`src/rtl/seq_det_pkg.sv`:
```
// -----------------------------------------------------------------------------
// seq_det_pkg
// Shared types and default sizing for the serial sequence detector.
//   state_e    : controller FSM states (IDLE, ARMED, DONE)
//   PAT_W_DEF  : default maximum pattern length in bits
//   CNT_W_DEF  : default width of the hit counter / hit limit
// -----------------------------------------------------------------------------
package seq_det_pkg;

    localparam int PAT_W_DEF = 8;
    localparam int CNT_W_DEF = 8;

    typedef enum logic [1:0] {
        IDLE  = 2'd0,
        ARMED = 2'd1,
        DONE  = 2'd2
    } state_e;

endpackage

```
`src/rtl/seq_det_if.sv`:
```
// -----------------------------------------------------------------------------
// seq_det_if
// Control/data bundle between a stimulus source (master) and seq_det_ctrl
// (slave). Suffixes are from the detector's point of view.
//   start_i    : single-cycle request, loads configuration and arms detection
//   abort_i    : ends an armed session without a done pulse
//   pat_i      : pattern, bit 0 is the newest sample
//   pat_len_i  : active pattern length (clamped to 1..PAT_W inside)
//   max_hits_i : hit limit, 0 = unlimited
//   x_i        : serial data bit, sampled only when x_valid_i is high
//   y_o        : one-cycle match pulse
//   busy_o     : high while a session is armed
//   done_o     : one-cycle pulse after the hit limit is reached
//   hit_cnt_o  : matches counted in the current or last session
// -----------------------------------------------------------------------------
interface seq_det_if #(
    parameter int PAT_W = seq_det_pkg::PAT_W_DEF,
    parameter int CNT_W = seq_det_pkg::CNT_W_DEF
) ();

    localparam int LEN_W = $clog2(PAT_W + 1);

    logic                start_i;
    logic                abort_i;
    logic [PAT_W-1:0]    pat_i;
    logic [LEN_W-1:0]    pat_len_i;
    logic [CNT_W-1:0]    max_hits_i;
    logic                x_i;
    logic                x_valid_i;
    logic                y_o;
    logic                busy_o;
    logic                done_o;
    logic [CNT_W-1:0]    hit_cnt_o;

    modport master (
        output start_i, abort_i, pat_i, pat_len_i, max_hits_i, x_i, x_valid_i,
        input  y_o, busy_o, done_o, hit_cnt_o
    );

    modport slave (
        input  start_i, abort_i, pat_i, pat_len_i, max_hits_i, x_i, x_valid_i,
        output y_o, busy_o, done_o, hit_cnt_o
    );

endinterface

```
`src/rtl/seq_det_match.sv`:
```
// -----------------------------------------------------------------------------
// seq_det_match
// Sample history shift register, saturating valid-sample count and the
// masked pattern compare. match_o is combinational for the current sample;
// the controller registers it.
// Build option: SEQ_DET_OVERLAP_EN -- when defined, the valid count is kept
// after a match so overlapping occurrences are detected; otherwise it is
// cleared so each match needs pat_len fresh samples.
// Ports:
//   clk, rst    : clock, asynchronous active-high reset
//   clr_i       : clear history and valid count (session start)
//   en_i        : detection enabled (controller ARMED)
//   x_i         : serial data bit
//   x_valid_i   : sample qualifier
//   pat_i       : latched pattern
//   pat_len_i   : latched, clamped pattern length (1..PAT_W)
//   match_o     : current sample completes a match
// -----------------------------------------------------------------------------
module seq_det_match
    import seq_det_pkg::*;
#(
    parameter int PAT_W = PAT_W_DEF
) (
    input  logic                         clk,
    input  logic                         rst,
    input  logic                         clr_i,
    input  logic                         en_i,
    input  logic                         x_i,
    input  logic                         x_valid_i,
    input  logic [PAT_W-1:0]             pat_i,
    input  logic [$clog2(PAT_W+1)-1:0]   pat_len_i,
    output logic                         match_o
);

    localparam int LEN_W = $clog2(PAT_W + 1);

    logic [PAT_W-1:0] hist_q;
    logic [PAT_W-1:0] hist_d;
    logic [PAT_W-1:0] hist_shift_s;
    logic [PAT_W-1:0] mask_s;
    logic [LEN_W-1:0] vcnt_q;
    logic [LEN_W-1:0] vcnt_d;
    logic [LEN_W-1:0] vcnt_inc_s;
    logic             sample_s;
    logic             match_s;

    // Low 'len' bits set: selects the part of history/pattern that is compared.
    function automatic logic [PAT_W-1:0] len_mask(input logic [LEN_W-1:0] len);
        logic [PAT_W-1:0] m;
        m = '0;
        for (int i = 0; i < PAT_W; i++) begin
            if (i < int'(len)) begin
                m[i] = 1'b1;
            end else begin
                m[i] = 1'b0;
            end
        end
        return m;
    endfunction

    // Compare the history including the new sample against the pattern.
    always_comb begin
        sample_s     = en_i & x_valid_i;
        hist_shift_s = {hist_q[PAT_W-2:0], x_i};
        mask_s       = len_mask(pat_len_i);
        if (vcnt_q == LEN_W'(PAT_W)) begin
            vcnt_inc_s = vcnt_q;
        end else begin
            vcnt_inc_s = vcnt_q + LEN_W'(1);
        end
        match_s = sample_s
                  & (vcnt_inc_s >= pat_len_i)
                  & ((hist_shift_s & mask_s) == (pat_i & mask_s));
    end

    // Next-state for history and valid count.
    always_comb begin
        hist_d = hist_q;
        vcnt_d = vcnt_q;
        if (clr_i) begin
            hist_d = '0;
            vcnt_d = '0;
        end else if (sample_s) begin
            hist_d = hist_shift_s;
`ifdef SEQ_DET_OVERLAP_EN
            vcnt_d = vcnt_inc_s;
`else
            if (match_s) begin
                vcnt_d = '0;
            end else begin
                vcnt_d = vcnt_inc_s;
            end
`endif
        end else begin
            hist_d = hist_q;
            vcnt_d = vcnt_q;
        end
    end

    // History and valid-count registers.
    always_ff @(posedge clk or posedge rst) begin
        if (rst) begin
            hist_q <= '0;
            vcnt_q <= '0;
        end else begin
            hist_q <= hist_d;
            vcnt_q <= vcnt_d;
        end
    end

    assign match_o = match_s;

endmodule

```
`src/rtl/seq_det_ctrl.sv`:
```
// -----------------------------------------------------------------------------
// seq_det_ctrl
// Serial pattern detector controller: FSM (IDLE/ARMED/DONE), configuration
// latches, hit counter and registered outputs. Shift/compare lives in
// seq_det_match.
// Build option: SEQ_DET_OVERLAP_EN (see seq_det_match) enables overlapping
// match detection; the default build uses non-overlapping detection.
// Ports:
//   clk      : clock, rising edge
//   rst      : asynchronous active-high reset
//   ctrl_if  : seq_det_if.slave bundle (start/abort/config/x in, y/busy/done/
//              hit_cnt out)
// -----------------------------------------------------------------------------
module seq_det_ctrl
    import seq_det_pkg::*;
#(
    parameter int PAT_W = PAT_W_DEF,
    parameter int CNT_W = CNT_W_DEF
) (
    input  logic     clk,
    input  logic     rst,
    seq_det_if.slave ctrl_if
);

    localparam int LEN_W = $clog2(PAT_W + 1);

    state_e           state_q;
    state_e           state_d;
    logic [PAT_W-1:0] pat_q;
    logic [PAT_W-1:0] pat_d;
    logic [LEN_W-1:0] len_q;
    logic [LEN_W-1:0] len_d;
    logic [CNT_W-1:0] max_q;
    logic [CNT_W-1:0] max_d;
    logic [CNT_W-1:0] hit_q;
    logic [CNT_W-1:0] hit_d;
    logic             y_q;
    logic             y_d;
    logic             busy_q;
    logic             busy_d;
    logic             done_q;
    logic             done_d;
    logic             armed_s;
    logic             start_ok_s;
    logic             match_s;
    logic             limit_s;

    // Pattern length 0 is treated as 1, anything above PAT_W as PAT_W.
    function automatic logic [LEN_W-1:0] clamp_len(input logic [LEN_W-1:0] len);
        logic [LEN_W-1:0] r;
        if (len == '0) begin
            r = LEN_W'(1);
        end else if (len > LEN_W'(PAT_W)) begin
            r = LEN_W'(PAT_W);
        end else begin
            r = len;
        end
        return r;
    endfunction

    seq_det_match #(
        .PAT_W (PAT_W)
    ) u_match (
        .clk       (clk),
        .rst       (rst),
        .clr_i     (start_ok_s),
        .en_i      (armed_s),
        .x_i       (ctrl_if.x_i),
        .x_valid_i (ctrl_if.x_valid_i),
        .pat_i     (pat_q),
        .pat_len_i (len_q),
        .match_o   (match_s)
    );

    // Session qualifiers; the limit is hit when this match makes hit_cnt == max_hits.
    always_comb begin
        armed_s    = (state_q == ARMED);
        start_ok_s = (state_q == IDLE) & ctrl_if.start_i;
        limit_s    = (max_q != '0) & (hit_q == (max_q - CNT_W'(1)));
    end

    // FSM state register.
    always_ff @(posedge clk or posedge rst) begin
        if (rst) begin
            state_q <= IDLE;
        end else begin
            state_q <= state_d;
        end
    end

    // FSM next-state logic; abort takes priority over reaching the limit.
    always_comb begin
        state_d = state_q;
        case (state_q)
            IDLE: begin
                if (ctrl_if.start_i) begin
                    state_d = ARMED;
                end else begin
                    state_d = IDLE;
                end
            end
            ARMED: begin
                if (ctrl_if.abort_i) begin
                    state_d = IDLE;
                end else if (match_s && limit_s) begin
                    state_d = DONE;
                end else begin
                    state_d = ARMED;
                end
            end
            DONE:    state_d = IDLE;
            default: state_d = IDLE;
        endcase
    end

    // FSM outputs; done follows the DONE state by one cycle, i.e. one cycle after the last y.
    always_comb begin
        y_d    = armed_s & match_s;
        busy_d = (state_d == ARMED);
        done_d = (state_q == DONE);
    end

    // Configuration latch and hit counter next-state.
    always_comb begin
        pat_d = pat_q;
        len_d = len_q;
        max_d = max_q;
        hit_d = hit_q;
        if (start_ok_s) begin
            pat_d = ctrl_if.pat_i;
            len_d = clamp_len(ctrl_if.pat_len_i);
            max_d = ctrl_if.max_hits_i;
            hit_d = '0;
        end else if (armed_s && match_s) begin
            if (hit_q == {CNT_W{1'b1}}) begin
                hit_d = hit_q;
            end else begin
                hit_d = hit_q + CNT_W'(1);
            end
        end else begin
            hit_d = hit_q;
        end
    end

    // Datapath and output registers.
    always_ff @(posedge clk or posedge rst) begin
        if (rst) begin
            pat_q  <= '0;
            len_q  <= '0;
            max_q  <= '0;
            hit_q  <= '0;
            y_q    <= 1'b0;
            busy_q <= 1'b0;
            done_q <= 1'b0;
        end else begin
            pat_q  <= pat_d;
            len_q  <= len_d;
            max_q  <= max_d;
            hit_q  <= hit_d;
            y_q    <= y_d;
            busy_q <= busy_d;
            done_q <= done_d;
        end
    end

    assign ctrl_if.y_o       = y_q;
    assign ctrl_if.busy_o    = busy_q;
    assign ctrl_if.done_o    = done_q;
    assign ctrl_if.hit_cnt_o = hit_q;

endmodule

```
`src/flat_wrapper.sv`:
```
// flat-port wrapper written by rule: the top's interface ports become plain ports
module seq_det_ctrl_flat import seq_det_pkg::*;
#(
    parameter int PAT_W = PAT_W_DEF,
    parameter int CNT_W = CNT_W_DEF
)
  (clk, rst, ctrl_if_start_i, ctrl_if_abort_i, ctrl_if_pat_i, ctrl_if_pat_len_i, ctrl_if_max_hits_i, ctrl_if_x_i, ctrl_if_x_valid_i, ctrl_if_y_o, ctrl_if_busy_o, ctrl_if_done_o, ctrl_if_hit_cnt_o);
  seq_det_if #(.PAT_W(PAT_W), .CNT_W(CNT_W)) ctrl_if_i ();
  input  logic clk;
  input  logic rst;
  input wire logic [$bits(ctrl_if_i.start_i)-1:0] ctrl_if_start_i;
  input wire logic [$bits(ctrl_if_i.abort_i)-1:0] ctrl_if_abort_i;
  input wire logic [$bits(ctrl_if_i.pat_i)-1:0] ctrl_if_pat_i;
  input wire logic [$bits(ctrl_if_i.pat_len_i)-1:0] ctrl_if_pat_len_i;
  input wire logic [$bits(ctrl_if_i.max_hits_i)-1:0] ctrl_if_max_hits_i;
  input wire logic [$bits(ctrl_if_i.x_i)-1:0] ctrl_if_x_i;
  input wire logic [$bits(ctrl_if_i.x_valid_i)-1:0] ctrl_if_x_valid_i;
  output wire logic [$bits(ctrl_if_i.y_o)-1:0] ctrl_if_y_o;
  output wire logic [$bits(ctrl_if_i.busy_o)-1:0] ctrl_if_busy_o;
  output wire logic [$bits(ctrl_if_i.done_o)-1:0] ctrl_if_done_o;
  output wire logic [$bits(ctrl_if_i.hit_cnt_o)-1:0] ctrl_if_hit_cnt_o;
  assign ctrl_if_i.start_i = ctrl_if_start_i;
  assign ctrl_if_i.abort_i = ctrl_if_abort_i;
  assign ctrl_if_i.pat_i = ctrl_if_pat_i;
  assign ctrl_if_i.pat_len_i = ctrl_if_pat_len_i;
  assign ctrl_if_i.max_hits_i = ctrl_if_max_hits_i;
  assign ctrl_if_i.x_i = ctrl_if_x_i;
  assign ctrl_if_i.x_valid_i = ctrl_if_x_valid_i;
  assign ctrl_if_y_o = ctrl_if_i.y_o;
  assign ctrl_if_busy_o = ctrl_if_i.busy_o;
  assign ctrl_if_done_o = ctrl_if_i.done_o;
  assign ctrl_if_hit_cnt_o = ctrl_if_i.hit_cnt_o;
  seq_det_ctrl #(.PAT_W(PAT_W), .CNT_W(CNT_W)) u_core (.clk(clk), .rst(rst), .ctrl_if(ctrl_if_i));
endmodule
```
`config.mk`:
```
export PLATFORM = sky130hd
export DESIGN_NAME = seq_det_ctrl_flat
export DESIGN_NICKNAME = d
export VERILOG_FILES = /design/src/rtl/seq_det_pkg.sv /design/src/rtl/seq_det_if.sv /design/src/rtl/seq_det_match.sv /design/src/rtl/seq_det_ctrl.sv /design/src/flat_wrapper.sv
export SDC_FILE = /design/constraint.sdc
export NUM_CORES = 1
export LEC_CHECK = 0
export CORE_MARGIN = 2
export CORE_UTILIZATION = 45
export CTS_CLUSTER_DIAMETER = 40
export DETAILED_ROUTE_END_ITERATION = 8
export PLACE_DENSITY = 0.72
export SYNTH_ARGS = -nofsm -noshare
export SYNTH_HDL_FRONTEND = slang
export SYNTH_SLANG_ARGS = --single-unit
```
`constraint.sdc`:
```
create_clock -name clk -period 6.88 [get_ports clk]
set_clock_uncertainty 0.1 [all_clocks]
set_input_delay 1.376 -clock clk [delete_from_list [all_inputs] [get_ports clk]]
set_output_delay 1.376 -clock clk [all_outputs]
set_load 0.01 [all_outputs]
```
# Word-level counts from Yosys, hierarchy flattened
# Cells that the tools add are included.
# totals
regBits	44
out_inout_bits	11
word_cells	70
# op_classes
addsub	3
order_cmp	10
n_eq_ne	8
mux	23
n_bitwise	8
n_reduce_logical	8
# op_table
operator	count
two-way mux 4 bit	6
two-way mux 8 bit	3
AND 8 bit	2
== test 8 bit	2
less-than comparator 3 x 4 -> 1 bit (first input constant)	4
two-way mux 7 bit	2
two-way mux 1 bit	9
adder 8 x 1 -> 8 bit (second input constant)	1
== test 8 bit (second input constant)	1
less-than comparator 1 x 4 -> 1 bit (first input constant)	2
less-than comparator 2 x 4 -> 1 bit (first input constant)	2
nonzero test 8 bit	1
subtractor 8 x 1 -> 8 bit (second input constant)	1
AND 1 bit	6
adder 4 x 1 -> 4 bit (second input constant)	1
== test 2 x 1 -> 1 bit (second input constant)	2
== test 4 bit (second input constant)	1
>= comparator 4 bit	1
greater-than comparator 4 bit (second input constant)	1
logical NOT 4 bit	1
two-way mux 2 bit	2
one-hot mux 2 bit (2 select lines)	1
nonzero test 2 bit	2
== test 2 bit (second input constant)	1
other kinds (4)	5

# Logic depth before layout (Yosys ltp)
# Gate-level depths: netlist of the first run.
# logic_depth
word_depth	10
ltp_mapped	13
mapped_depth_nobuf	13

# By module
# From an unflattened synthesis of the first run, not the netlist that was laid out.
# hier_totals
cells_unflattened	267
hier_area_um2	2404.8
# modules_own_cells
mod	n_inst	cells_per_inst	area_per_inst_um2
seq_det_ctrl	1	177	1599.0
seq_det_match	1	90	805.8

# Worst setup path before layout of the first run
# No wires, ideal clock.
# synth_timing
kind	in2reg
startpoint	in ctrl_if_x_i
endpoint	reg u_core.hit_q[4] (netlist: u_core.ctrl_if.hit_cnt_o[4])
setup_time_ns	0.077
arrival_ns	2.709
required_time_ns	6.703
setup_slack_ns	3.993
path_stages	6
path_cell_list	xnor2_1 -> o22ai_1 -> a2111oi_4 -> o211ai_4 -> or4_1 -> a21oi_1
# synth_via
elab_chain_len	6
# synth_lines
element	line_no	source
from (decl)	flat_wrapper.sv:16	input wire logic [$bits(ctrl_if_i.x_i)-1:0] ctrl_if_x_i;
AND 8 bit	seq_det_match.sv:73	& ((hist_shift_s & mask_s) == (pat_i & mask_s));
== test 8 bit	seq_det_match.sv:73	
AND 1 bit	seq_det_match.sv:73	
logical AND 1 bit	seq_det_ctrl.sv:134	end else if (armed_s && match_s) begin
nonzero test 2 bit (no source line)	--	
AND reduction 2 bit (no source line)	--	
to (signal assigned)	seq_det_ctrl.sv:159	hit_q <= hit_d;
to (decl)	seq_det_ctrl.sv:35	logic [CNT_W-1:0] hit_q;
# Every way passes these cells.
# A chain may end at the register's enable or synchronous reset.

# Worst setup path after layout of the first run
# layout_timing
startpoint	in ctrl_if_x_i
endpoint	reg u_core.hit_q[3] (netlist: u_core.ctrl_if.hit_cnt_o[3])
# Same word-level chain as after synthesis.

==> results.txt, run 1 <==
status: complete, no violations
post-synthesis sequential area ratio: 46.8%
placed inst area: 0.00276 mm^2
max-slew violations: 0
CTS tree: built
Post-synth EDFFs: 0
TritonRoute pass-1 iters: 4
top-count cell post-synth: nand2_1
cts hold-fix bufs: 0
row cnt: 26
Crit path required time: 7.00 ns
largest net degree at the start of global routing: 45
Leakage: 0.00129 uW
cell taking the most area after synthesis: dfrtp_1
crit start category: primary input
Core ar.: 0.00507 mm^2
ys flop type: dfrtp_1
grt ovf: 0
worst hold path type: reg2reg
VDD IR max: 0.000122 V
hold path endpoint: u_core.ctrl_if.done_o$_DFF_PP0_
post-synth top area share: 46.8%
die area: 0.00583 mm^2
HP Start: u_core.state_q[0]$_DFF_PP0_
Num CTS Buffers: 5
crit path DAT: 3.41 ns
IO Pins: 37
Seq pwr share: 44.8%
CTS root buf: clkbuf_8
PortBufs: 36
H-tree level count: 2
largest buffer count on any clock path: 2
Ys Warns: 0
Setup TNS: 0 ns
Logic pwr share: 26.2%
clock share of power: 29.0%
Post-synth top cells: 52 x nand2_1, 44 x dfrtp_1, 12 x inv_1, 12 x xor2_1, 10 x xnor2_1
Synth area leaders: dfrtp_1 47%, nand2_1 8.3%, ha_1 4.8%, xor2_1 4.5%, xnor2_1 3.7%
drt drc: 0
PD cells: 259 mW/mm^2
initial antenna violation count: 0
fmax: 304 MHz
final setup vio count: 0
wirelength, routed: 5.01 mm
#FFs+latches synth: 44
Finished Core Util: 56.9%
Tcrit/Tclk final: 47.8%
Slew @ Worst Pin: 0.920 ns
HPWL Detailed: 3.44 mm
R2R setup slack: 4.15 ns
M2 GR Usage: 32.8%
gr usage total: 18.6%
clock net sink count: 44
post-synthesis async set-or-reset flop share: 100%
DIE HEIGHT: 76.3 um
reg-to-reg endpoint: u_core.ctrl_if.hit_cnt_o[3]$_DFFE_PP0P_
Synth Instances: 244
Slew Limit Headroom: 38.5%
Post-CTS Resized: 0
CP Max Fanout: 18
P_int: 514 uW
Ant. Diodes: 0
met3 Usage GRT: 3.44%
Horiz. Die Dim: 76.3 um
vias: 1907
reg2reg path depth: 12
Tmin final: 3.29 ns
MaxCap Viol Count: 0
Avg Inst Size Synth: 9.65 um^2
synthesized area: 0.00235 mm^2
gr busiest metal: met2
first-pass GRT wire length: 8.74 mm
switch share: 31.2%
# nets final: 315
RePlAce Congestion: 0.803
syn_nets: 279
vias in the first global route: 1925
antenna viol nets, final: 0
Worst R2R Start: u_core.u_match.vcnt_q[0]$_DFFE_PP0P_
Initial Utilization: 46.4%
met1 GRT Util: 22.3%
RSZ-0062 raised after global routing: false
Fill cells: 485
Worst-Skew Late Latency: 0.30 ns
Area growth, synth to finish: 22.6%
Reg clk slew, reported paths: 0.09 ns
Final Power: 748 uW
share of cells above drive strength 1: 7.47%
Hold Vio Cnt, Final: 0
Setup Buffers After CTS: 0
vias per cell: 5.43
post-synth cell types: 42
cell area after layout: 0.00289 mm^2
WHS Path Cells: 1
initial DRC count: 119
Net Sw Power: 234 uW
Routed WL per cell: 14.3 um
crit path kind: in2reg
kind of end point of the critical path: register
-- sequential cells by signal (all words and copies together) (netlist names) --
name and flops:
u_core.ctrl_if.hit_cnt_o 8, u_core.len_q 4, u_core.ctrl_if.done_o 1, u_core.pat_q 8
u_core.max_q 8, u_core.ctrl_if.busy_o 1, u_core.state_q 2, u_core.u_match.vcnt_q 4
u_core.u_match.hist_q 7, u_core.ctrl_if.y_o 1
-- through the flow --
step           setup WS [ns]  hold WS, ns  cells
3_3_place_gp            3.33        0.367    343
2_1_floorplan           3.99        0.346    244
5_1_grt                 3.47        0.398    351
6_report                3.59        0.376    351
3_5_place_dp            3.29        0.368    343
4_1_cts                 3.59        0.379    351
-- critical path, cell delays in order --
cell and delay, ns:
clkdlybuf4s50_1 0.50, xnor2_1 0.13, o22ai_1 0.13, a2111oi_4 0.34, o211ai_4 0.26, or4_1 0.52
a21oi_1 0.14
-- power groups by stage --
stage          Sequential (uW)  Clock, uW  Combinational, uW
2_1_floorplan              329          0                148
3_3_place_gp               338          0                191
3_5_place_dp               339          0                197
4_1_cts                    334        221                199
5_1_grt                    340        231                226
6_report                   335        217                196
-- how the worst max path moves through the flow --
| stage | start | to | slack [ns] | cells after the start |
|---|---|---|---|---|
| after floorplan | ctrl_if_x_i | u_core.ctrl_if.hit_cnt_o[4]$_DFFE_PP0P_ | 3.99 | 6 |
| after global placement | ctrl_if_x_i | u_core.ctrl_if.hit_cnt_o[3]$_DFFE_PP0P_ | 3.33 | 7 |
| after detailed placement | ctrl_if_x_i | u_core.ctrl_if.hit_cnt_o[5]$_DFFE_PP0P_ | 3.29 | 7 |
| after CTS | ctrl_if_x_i | u_core.ctrl_if.hit_cnt_o[5]$_DFFE_PP0P_ | 3.59 | 7 |
| after global routing | ctrl_if_x_valid_i | u_core.u_match.vcnt_q[2]$_DFFE_PP0P_ | 3.47 | 4 |
| final | ctrl_if_x_i | u_core.ctrl_if.hit_cnt_o[3]$_DFFE_PP0P_ | 3.59 | 7 |
-- layout make-up --
class                           count  area [um^2]  area share [%]
Clock buffer                        7         96.3            3.34
Inverter                           13         48.8            1.69
Clock inverter                      1         30.0            1.04
Sequential cell                    44         1100            38.1
Timing Repair Buffer               38          375            13.0
Multi-Input combinational cell    178         1150            39.8
Tap cell                           70         87.6            3.03
-- routing by layer --
metal / wire (um) / vias up / part of all wire, %
met4: 103 / 0 / 2.1
li1: - / 927 / -
met1: 2130 / 932 / 43
met5: 0 / - / 0
met3: 171 / 8 / 3.4
met2: 2600 / 40 / 52
-- layout by cell type (no fill, tap or decap), types with 2 or more instances in the layout --
cell,count
buf_4,2
or3_1,4
a31oi_1,3
ha_1,9
nor4_1,3
clkbuf_8,7
clkdlybuf4s50_1,36
inv_1,12
a22o_2,2
xor2_1,12
nor3_1,4
o21ai_0,9
nand3b_1,3
dfrtp_1,44
nand2_1,52
nor2_1,9
o41ai_1,2
nor3b_1,2
or4_1,4
o31ai_1,8
xnor2_1,10
a22o_1,8
nand3_1,9
a21oi_1,8
or2_2,2
-- logic make-up after synthesis --
family / synth area share [%]
AO/OA/AOI/OAI: 16.2
flip-flops: 46.8
adder cells (fa/ha/maj): 4.78
buffers and inverters: 4.46
XOR/XNOR: 8.18
AND/OR/NAND/NOR: 19.7
(Power assumes the default switching activity.)
==> run 2: changes to the inputs <==
==> constraint.sdc (replaced) <==
create_clock -name clk -period 3.3 [get_ports clk]
set_clock_uncertainty 0.1 [all_clocks]
set_input_delay 0.66 -clock clk [delete_from_list [all_inputs] [get_ports clk]]
set_output_delay 0.66 -clock clk [all_outputs]
set_load 0.01 [all_outputs]
==> run 2 against run 1 <==
Net effect:
- sequential cell count unchanged
- sequential share of layout area increased by 0.083 points
- hold slack improved by 0.0035 ns
- clock-buffer cell count decreased by 1
- core utilization decreased by 0.12 points
- routed wire length decreased by 3.0%
- largest power group unchanged
- highest routed layer unchanged
==> results.txt, run 2 (synthesized netlist as in run 1, its figures left out) <==
largest buffer count on any clock path: 2 (unchanged)
vias: 1864 (was 1907)
grt ovf: 0 (unchanged)
DIE HEIGHT: 76.3 um (unchanged)
Worst path max stage delay: 0.52 ns (about the same)
status: complete, no violations (unchanged)
antenna viol nets, final: 0 (unchanged)
Setup TNS: 0 ns (unchanged)
CTS root buf: clkbuf_8 (unchanged)
max-slew violations: 0 (unchanged)
PortBufs: 36 (unchanged)
largest net degree at the start of global routing: 32 (was 45)
Tmin final: 2.74 ns
vias per cell: 5.31 (was 5.43)
R2R setup slack: 0.56 ns (was 4.15 ns)
Slew @ Worst Pin: 0.885 ns (was 0.920 ns)
commonest non-fill, non-tap cell in the layout: nand2_1 (unchanged)
PD cells: 524 mW/mm^2 (was 259 mW/mm^2)
Reg clk slew, reported paths: 0.08 ns (was 0.09 ns)
Worst-Skew Late Latency: 0.30 ns (about the same)
Worst path slowest cell: or4_1 (unchanged)
Initial Utilization: 46.4% (unchanged)
initial antenna violation count: 0 (unchanged)
crit-path cells: inv_1, ha_1, nand2_1, nand3_1, o21ai_0, ha_1, or2_2, a21oi_1, a21oi_1, o211ai_4, or4_1, a21oi_1 (was clkdlybuf4s50_1, xnor2_1, o22ai_1, a2111oi_4, o211ai_4, or4_1, a21oi_1)
most frequent cells in the layout: 52 x nand2_1, 44 x dfrtp_1, 36 x clkdlybuf4s50_1, 12 x inv_1, 12 x xor2_1 (unchanged)
drt drc: 0 (unchanged)
Top Layer Used: met4 (unchanged)
CP Max Fanout: 18 (unchanged)
Setup Buffers After CTS: 0 (unchanged)
Layout Cells excl Fill: 351 (unchanged)
Most common cell on crit path: a21oi_1
worst hold path type: reg2reg (unchanged)
Crit path required time: 3.42 ns (was 7.00 ns)
RePlAce Congestion: 0.791 (was 0.803)
share of cells above drive strength 1: 7.12% (was 7.47%)
clock net sink count: 44 (unchanged)
Num CTS Buffers: 5 (unchanged)
Tcrit/Tclk final: 83.1%
wirelength, routed: 4.85 mm (was 5.01 mm)
Area growth, synth to finish: 22.4% (was 22.6%)
Finished Core Util: 56.8% (was 56.9%)
RSZ-0062 raised after global routing: false (unchanged)
fmax: 365 MHz
cts hold-fix bufs: 0 (unchanged)
vias in the first global route: 1805 (was 1925)
# nets final: 315 (unchanged)
Routed WL per cell: 13.8 um (was 14.3 um)
Ant. Diodes: 0 (unchanged)
HPWL Detailed: 3.47 mm (was 3.44 mm)
Cells after DPL: 343 (unchanged)
Post-CTS Resized: 0 (unchanged)
H-tree level count: 2 (unchanged)
Core ar.: 0.00507 mm^2 (unchanged)
initial DRC count: 111 (was 119)
Final Power: 1510 uW (was 748 uW)
CTS tree: built (unchanged)
MaxCap Viol Count: 0 (unchanged)
kind of end point of the critical path: register (unchanged)
crit path buf inv count: 1 (unchanged)
first-pass GRT wire length: 8.31 mm (was 8.74 mm)
die area: 0.00583 mm^2 (unchanged)
VDD IR max: 0.000203 V (was 0.000122 V)
delay-heaviest family, CP: compound AO/OA/AOI/OAI gates (unchanged)
crit path DAT: 2.87 ns (was 3.41 ns)
final setup vio count: 0 (unchanged)
IO Pins: 37 (unchanged)
wire length on met3: 158 um (was 171 um)
crit start category: register (was primary input)
Slew Limit Headroom: 40.9% (was 38.5%)
row cnt: 26 (unchanged)
crit path kind: reg2reg (was in2reg)
Horiz. Die Dim: 76.3 um (unchanged)
Metal-1 WL: 2.16 mm (was 2.13 mm)
Hold Vio Cnt, Final: 0 (unchanged)
gr usage total: 17.7% (was 18.6%)
Leakage: 0.00129 uW (about the same)
WL met2: 2.46 mm (was 2.60 mm)
TritonRoute pass-1 iters: 4 (unchanged)
==> run 2: layout make-up <==
type                       instances  area, um^2
sequential                        44        1100
clock inverter                     2        35.0
inverter                          13        48.8
clock buffer                       6        72.6
fill                             457        2190
timing repair buffer              38         388
multi-input combinational        178        1150
tap                               70        87.6
==> run 2: per-layer routing <==
layer	track usage (%)	vias up
met2	30.2	35
met4	6.36	0
met3	3.67	9
met1	22.2	896
li1	-	924
met5	0	-
==> run 2: per-stage QoR <==
step                      setup slack, ns  instance area, um^2  hold slack [ns]
final                               0.558                 2880            0.379
after global placement              0.451                 2770            0.371
after floorplan                     0.928                 2350            0.346
after global routing                0.393                 2880            0.400
after detailed placement            0.409                 2770            0.365
after CTS                           0.574                 2880            0.378
==> run 2: final timing paths <==
path | startpoint | to | cells past startpoint
worst min register to register | u_core.state_q[0]$_DFF_PP0_ | u_core.ctrl_if.done_o$_DFF_PP0_ | 1
worst max-delay path | u_core.u_match.vcnt_q[0]$_DFFE_PP0P_ | u_core.ctrl_if.hit_cnt_o[3]$_DFFE_PP0P_ | 12
worst max register to register | u_core.u_match.vcnt_q[0]$_DFFE_PP0P_ | u_core.ctrl_if.hit_cnt_o[3]$_DFFE_PP0P_ | 12
worst min-delay path | u_core.state_q[0]$_DFF_PP0_ | u_core.ctrl_if.done_o$_DFF_PP0_ | 1
max in group asynchronous | rst | u_core.pat_q[4]$_DFFE_PP0P_ | 3
min in group asynchronous | rst | u_core.max_q[5]$_DFFE_PP0P_ | 2
==> run 2: report_power, final <==
part / switching, uW / total (uW) / internal, uW
combinational: 215 / 407 / 192
clock: 181 / 405 / 225
sequential: 83.6 / 696 / 613
total: 479 / 1510 / 1030
==> run 3: changes to the inputs <==
==> constraint.sdc (replaced) <==
create_clock -name clk -period 2.55 [get_ports clk]
set_clock_uncertainty 0.1 [all_clocks]
set_input_delay 0.51 -clock clk [delete_from_list [all_inputs] [get_ports clk]]
set_output_delay 0.51 -clock clk [all_outputs]
set_load 0.01 [all_outputs]
==> run 3 against run 2 <==
Net effect:
- sequential cell count did not move
- final area is 8.3% higher
- clock-buffer cell count decreased by 1
- clock power up 34%
- sequential share of layout area is 2.9 points lower
- combinational power up 75%
- global-route usage grew 0.52 points
- via count is 3.6% higher
- critical path type unchanged
- critical endpoint is now u_core.ctrl_if.hit_cnt_o[6]$_DFFE_PP0P_
- highest routed layer unchanged
==> results.txt, run 3 (synthesized netlist as in run 1, its figures left out) <==
end point of the critical path: u_core.ctrl_if.hit_cnt_o[6]$_DFFE_PP0P_ (was u_core.ctrl_if.hit_cnt_o[3]$_DFFE_PP0P_)
drt drc: 0 (unchanged)
Leakage: 0.00138 uW (was 0.00129 uW)
initial antenna violation count: 0 (unchanged)
vias per cell: 5.29 (was 5.31)
Worst-Skew Late Latency: 0.30 ns (about the same)
HPWL Detailed: 3.47 mm (about the same)
hold slack: 0.382 ns (was 0.379 ns)
RSZ-0062 raised after global routing: true (was false)
most frequent cells in the layout: 51 x nand2_1, 44 x dfrtp_1, 36 x clkdlybuf4s50_1, 12 x xor2_1, 12 x buf_4 (was 52 x nand2_1, 44 x dfrtp_1, 36 x clkdlybuf4s50_1, 12 x inv_1, 12 x xor2_1)
cts hold-fix bufs: 0 (unchanged)
Tcrit/Tclk final: 98.2% (was 83.1%)
VDD IR max: 0.000380 V (was 0.000203 V)
P_int: 1430 uW (was 1030 uW)
Routed WL per cell: 14.4 um (was 13.8 um)
Slew @ Worst Pin: 0.770 ns (was 0.885 ns)
TritonRoute pass-1 iters: 4 (unchanged)
max-slew violations: 0 (unchanged)
crit path DAT: 2.63 ns (was 2.87 ns)
largest net degree at the start of global routing: 45 (was 32)
Crit path required time: 2.67 ns (was 3.42 ns)
die area: 0.00583 mm^2 (unchanged)
antenna viol nets, final: 0 (unchanged)
Horiz. Die Dim: 76.3 um (unchanged)
clock share of power: 25.1% (was 26.9%)
Initial Utilization: 46.4% (unchanged)
vias in the first global route: 1912 (was 1805)
R2R setup slack: 0.04 ns (was 0.56 ns)
H-tree level count: 2 (unchanged)
CP Max Fanout: 5 (was 18)
worst hold path type: reg2reg (unchanged)
gr usage total: 18.2% (was 17.7%)
initial DRC count: 98 (was 111)
Fill cells: 451 (was 457)
FF/Latch Area: 0.00110 mm^2 (unchanged)
DIE HEIGHT: 76.3 um (unchanged)
IO Pins: 37 (unchanged)
CTS tree: built (unchanged)
vias: 1931 (was 1864)
Layout Cells excl Fill: 365 (was 351)
row cnt: 26 (unchanged)
Core ar.: 0.00507 mm^2 (unchanged)
PortBufs: 36 (unchanged)
Reg clk slew, reported paths: 0.08 ns (about the same)
grt ovf: 0 (unchanged)
Cells after DPL: 351 (was 343)
RePlAce Congestion: 0.740 (was 0.791)
crit path kind: reg2reg (unchanged)
Slew Limit Headroom: 48.5% (was 40.9%)
Num CTS Buffers: 5 (unchanged)
wirelength, routed: 5.25 mm (was 4.85 mm)
crit path from: u_core.u_match.vcnt_q[0]$_DFFE_PP0P_ (unchanged)
CTS root buf: clkbuf_8 (unchanged)
Seq pwr share: 41.9% (was 46.2%)
placed inst area: 0.00282 mm^2 (was 0.00277 mm^2)
fmax: 399 MHz (was 365 MHz)
kind of end point of the critical path: register (unchanged)
Tmin final: 2.51 ns (was 2.74 ns)
crit start category: register (unchanged)
MaxCap Viol Count: 0 (unchanged)
Setup TNS: 0 ns (unchanged)
largest buffer count on any clock path: 2 (unchanged)
switch share: 33.9% (was 31.7%)
# nets final: 329 (was 315)
commonest non-fill, non-tap cell in the layout: nand2_1 (unchanged)
Final Power: 2160 uW (was 1510 uW)
final setup vio count: 0 (unchanged)
cell area after layout: 0.00312 mm^2 (was 0.00288 mm^2)
Area growth, synth to finish: 32.5% (was 22.4%)
clock net sink count: 44 (unchanged)
Worst R2R Start: u_core.u_match.vcnt_q[0]$_DFFE_PP0P_ (unchanged)
Ant. Diodes: 0 (unchanged)
PD cells: 691 mW/mm^2 (was 524 mW/mm^2)
reg-to-reg endpoint: u_core.ctrl_if.hit_cnt_o[6]$_DFFE_PP0P_ (was u_core.ctrl_if.hit_cnt_o[3]$_DFFE_PP0P_)
share of cells above drive strength 1: 18.3% (was 7.12%)
Hold Vio Cnt, Final: 0 (unchanged)
area of the multi-input gates: 0.00128 mm^2 (was 0.00115 mm^2)
Logic pwr share: 33.0% (was 27.0%)
first-pass GRT wire length: 8.64 mm (was 8.31 mm)
status: complete, no violations (unchanged)
reg2reg path depth: 12 (unchanged)
Net Sw Power: 732 uW (was 479 uW)
run 3: how the worst min path moves through the flow:
stage	from	endpoint	cells after the start
detailed placement	u_core.state_q[0]$_DFF_PP0_	u_core.ctrl_if.done_o$_DFF_PP0_	1
floorplan	u_core.state_q[0]$_DFF_PP0_	u_core.ctrl_if.done_o$_DFF_PP0_	1
CTS	u_core.state_q[0]$_DFF_PP0_	u_core.ctrl_if.done_o$_DFF_PP0_	1
finish	u_core.state_q[0]$_DFF_PP0_	u_core.ctrl_if.done_o$_DFF_PP0_	1
global placement	u_core.state_q[0]$_DFF_PP0_	u_core.ctrl_if.done_o$_DFF_PP0_	1
global route	u_core.state_q[0]$_DFF_PP0_	u_core.ctrl_if.done_o$_DFF_PP0_	1
run 3: per-layer routing:
| metal | global-route usage, % | up-vias | part of all wire [%] |
|---|---|---|---|
| met3 | 4.03 | 7 | 3.2 |
| li1 | - | 950 | - |
| met4 | 4.91 | 0 | 1.4 |
| met5 | 0 | - | 0 |
| met2 | 31.7 | 35 | 53 |
| met1 | 22.8 | 939 | 43 |
run 3: critical path: stages (launching register included):
cell      delay [ns]
dfrtp_1         0.41
buf_4           0.15
ha_2            0.18
nand3_1         0.10
o21ai_2         0.07
ha_1            0.27
or2_2           0.12
a21oi_4         0.06
a21oi_4         0.19
o211ai_4        0.15
buf_4           0.19
or3_1           0.30
a21oi_1         0.14
run 3: what timing repair did:
item,in CTS,in global routing
gates resized for setup,3,28
setup buffers,1,4
pin swaps,0,8
cloned,0,1
setup endpoints to repair,10,15
run 3: power groups by stage:
stage / combinational (uW) / clock, uW / sequential, uW
3_3_place_gp: 535 / 0 / 908
2_1_floorplan: 401 / 0 / 888
6_report: 712 / 542 / 904
3_5_place_dp: 548 / 0 / 910
5_1_grt: 792 / 590 / 920
4_1_cts: 578 / 558 / 896
run 3: layout make-up:
type	count	share of cell area, %
well taps	70	2.81
clock inverters	3	1.48
flip-flops and latches	44	35.3
repair buffers	51	15.5
inverters	13	1.56
multi-input cells	179	41.1
clock buffers	5	2.21
run 3: through the flow:
step	worst slack [ns]	utilization [%]
2_1_floorplan	0.178	-
3_3_place_gp	-0.0570	55.6
3_5_place_dp	-0.0967	55.6
4_1_cts	-0.00397	58.2
5_1_grt	-0.0702	61.5
6_report	0.0449	61.5
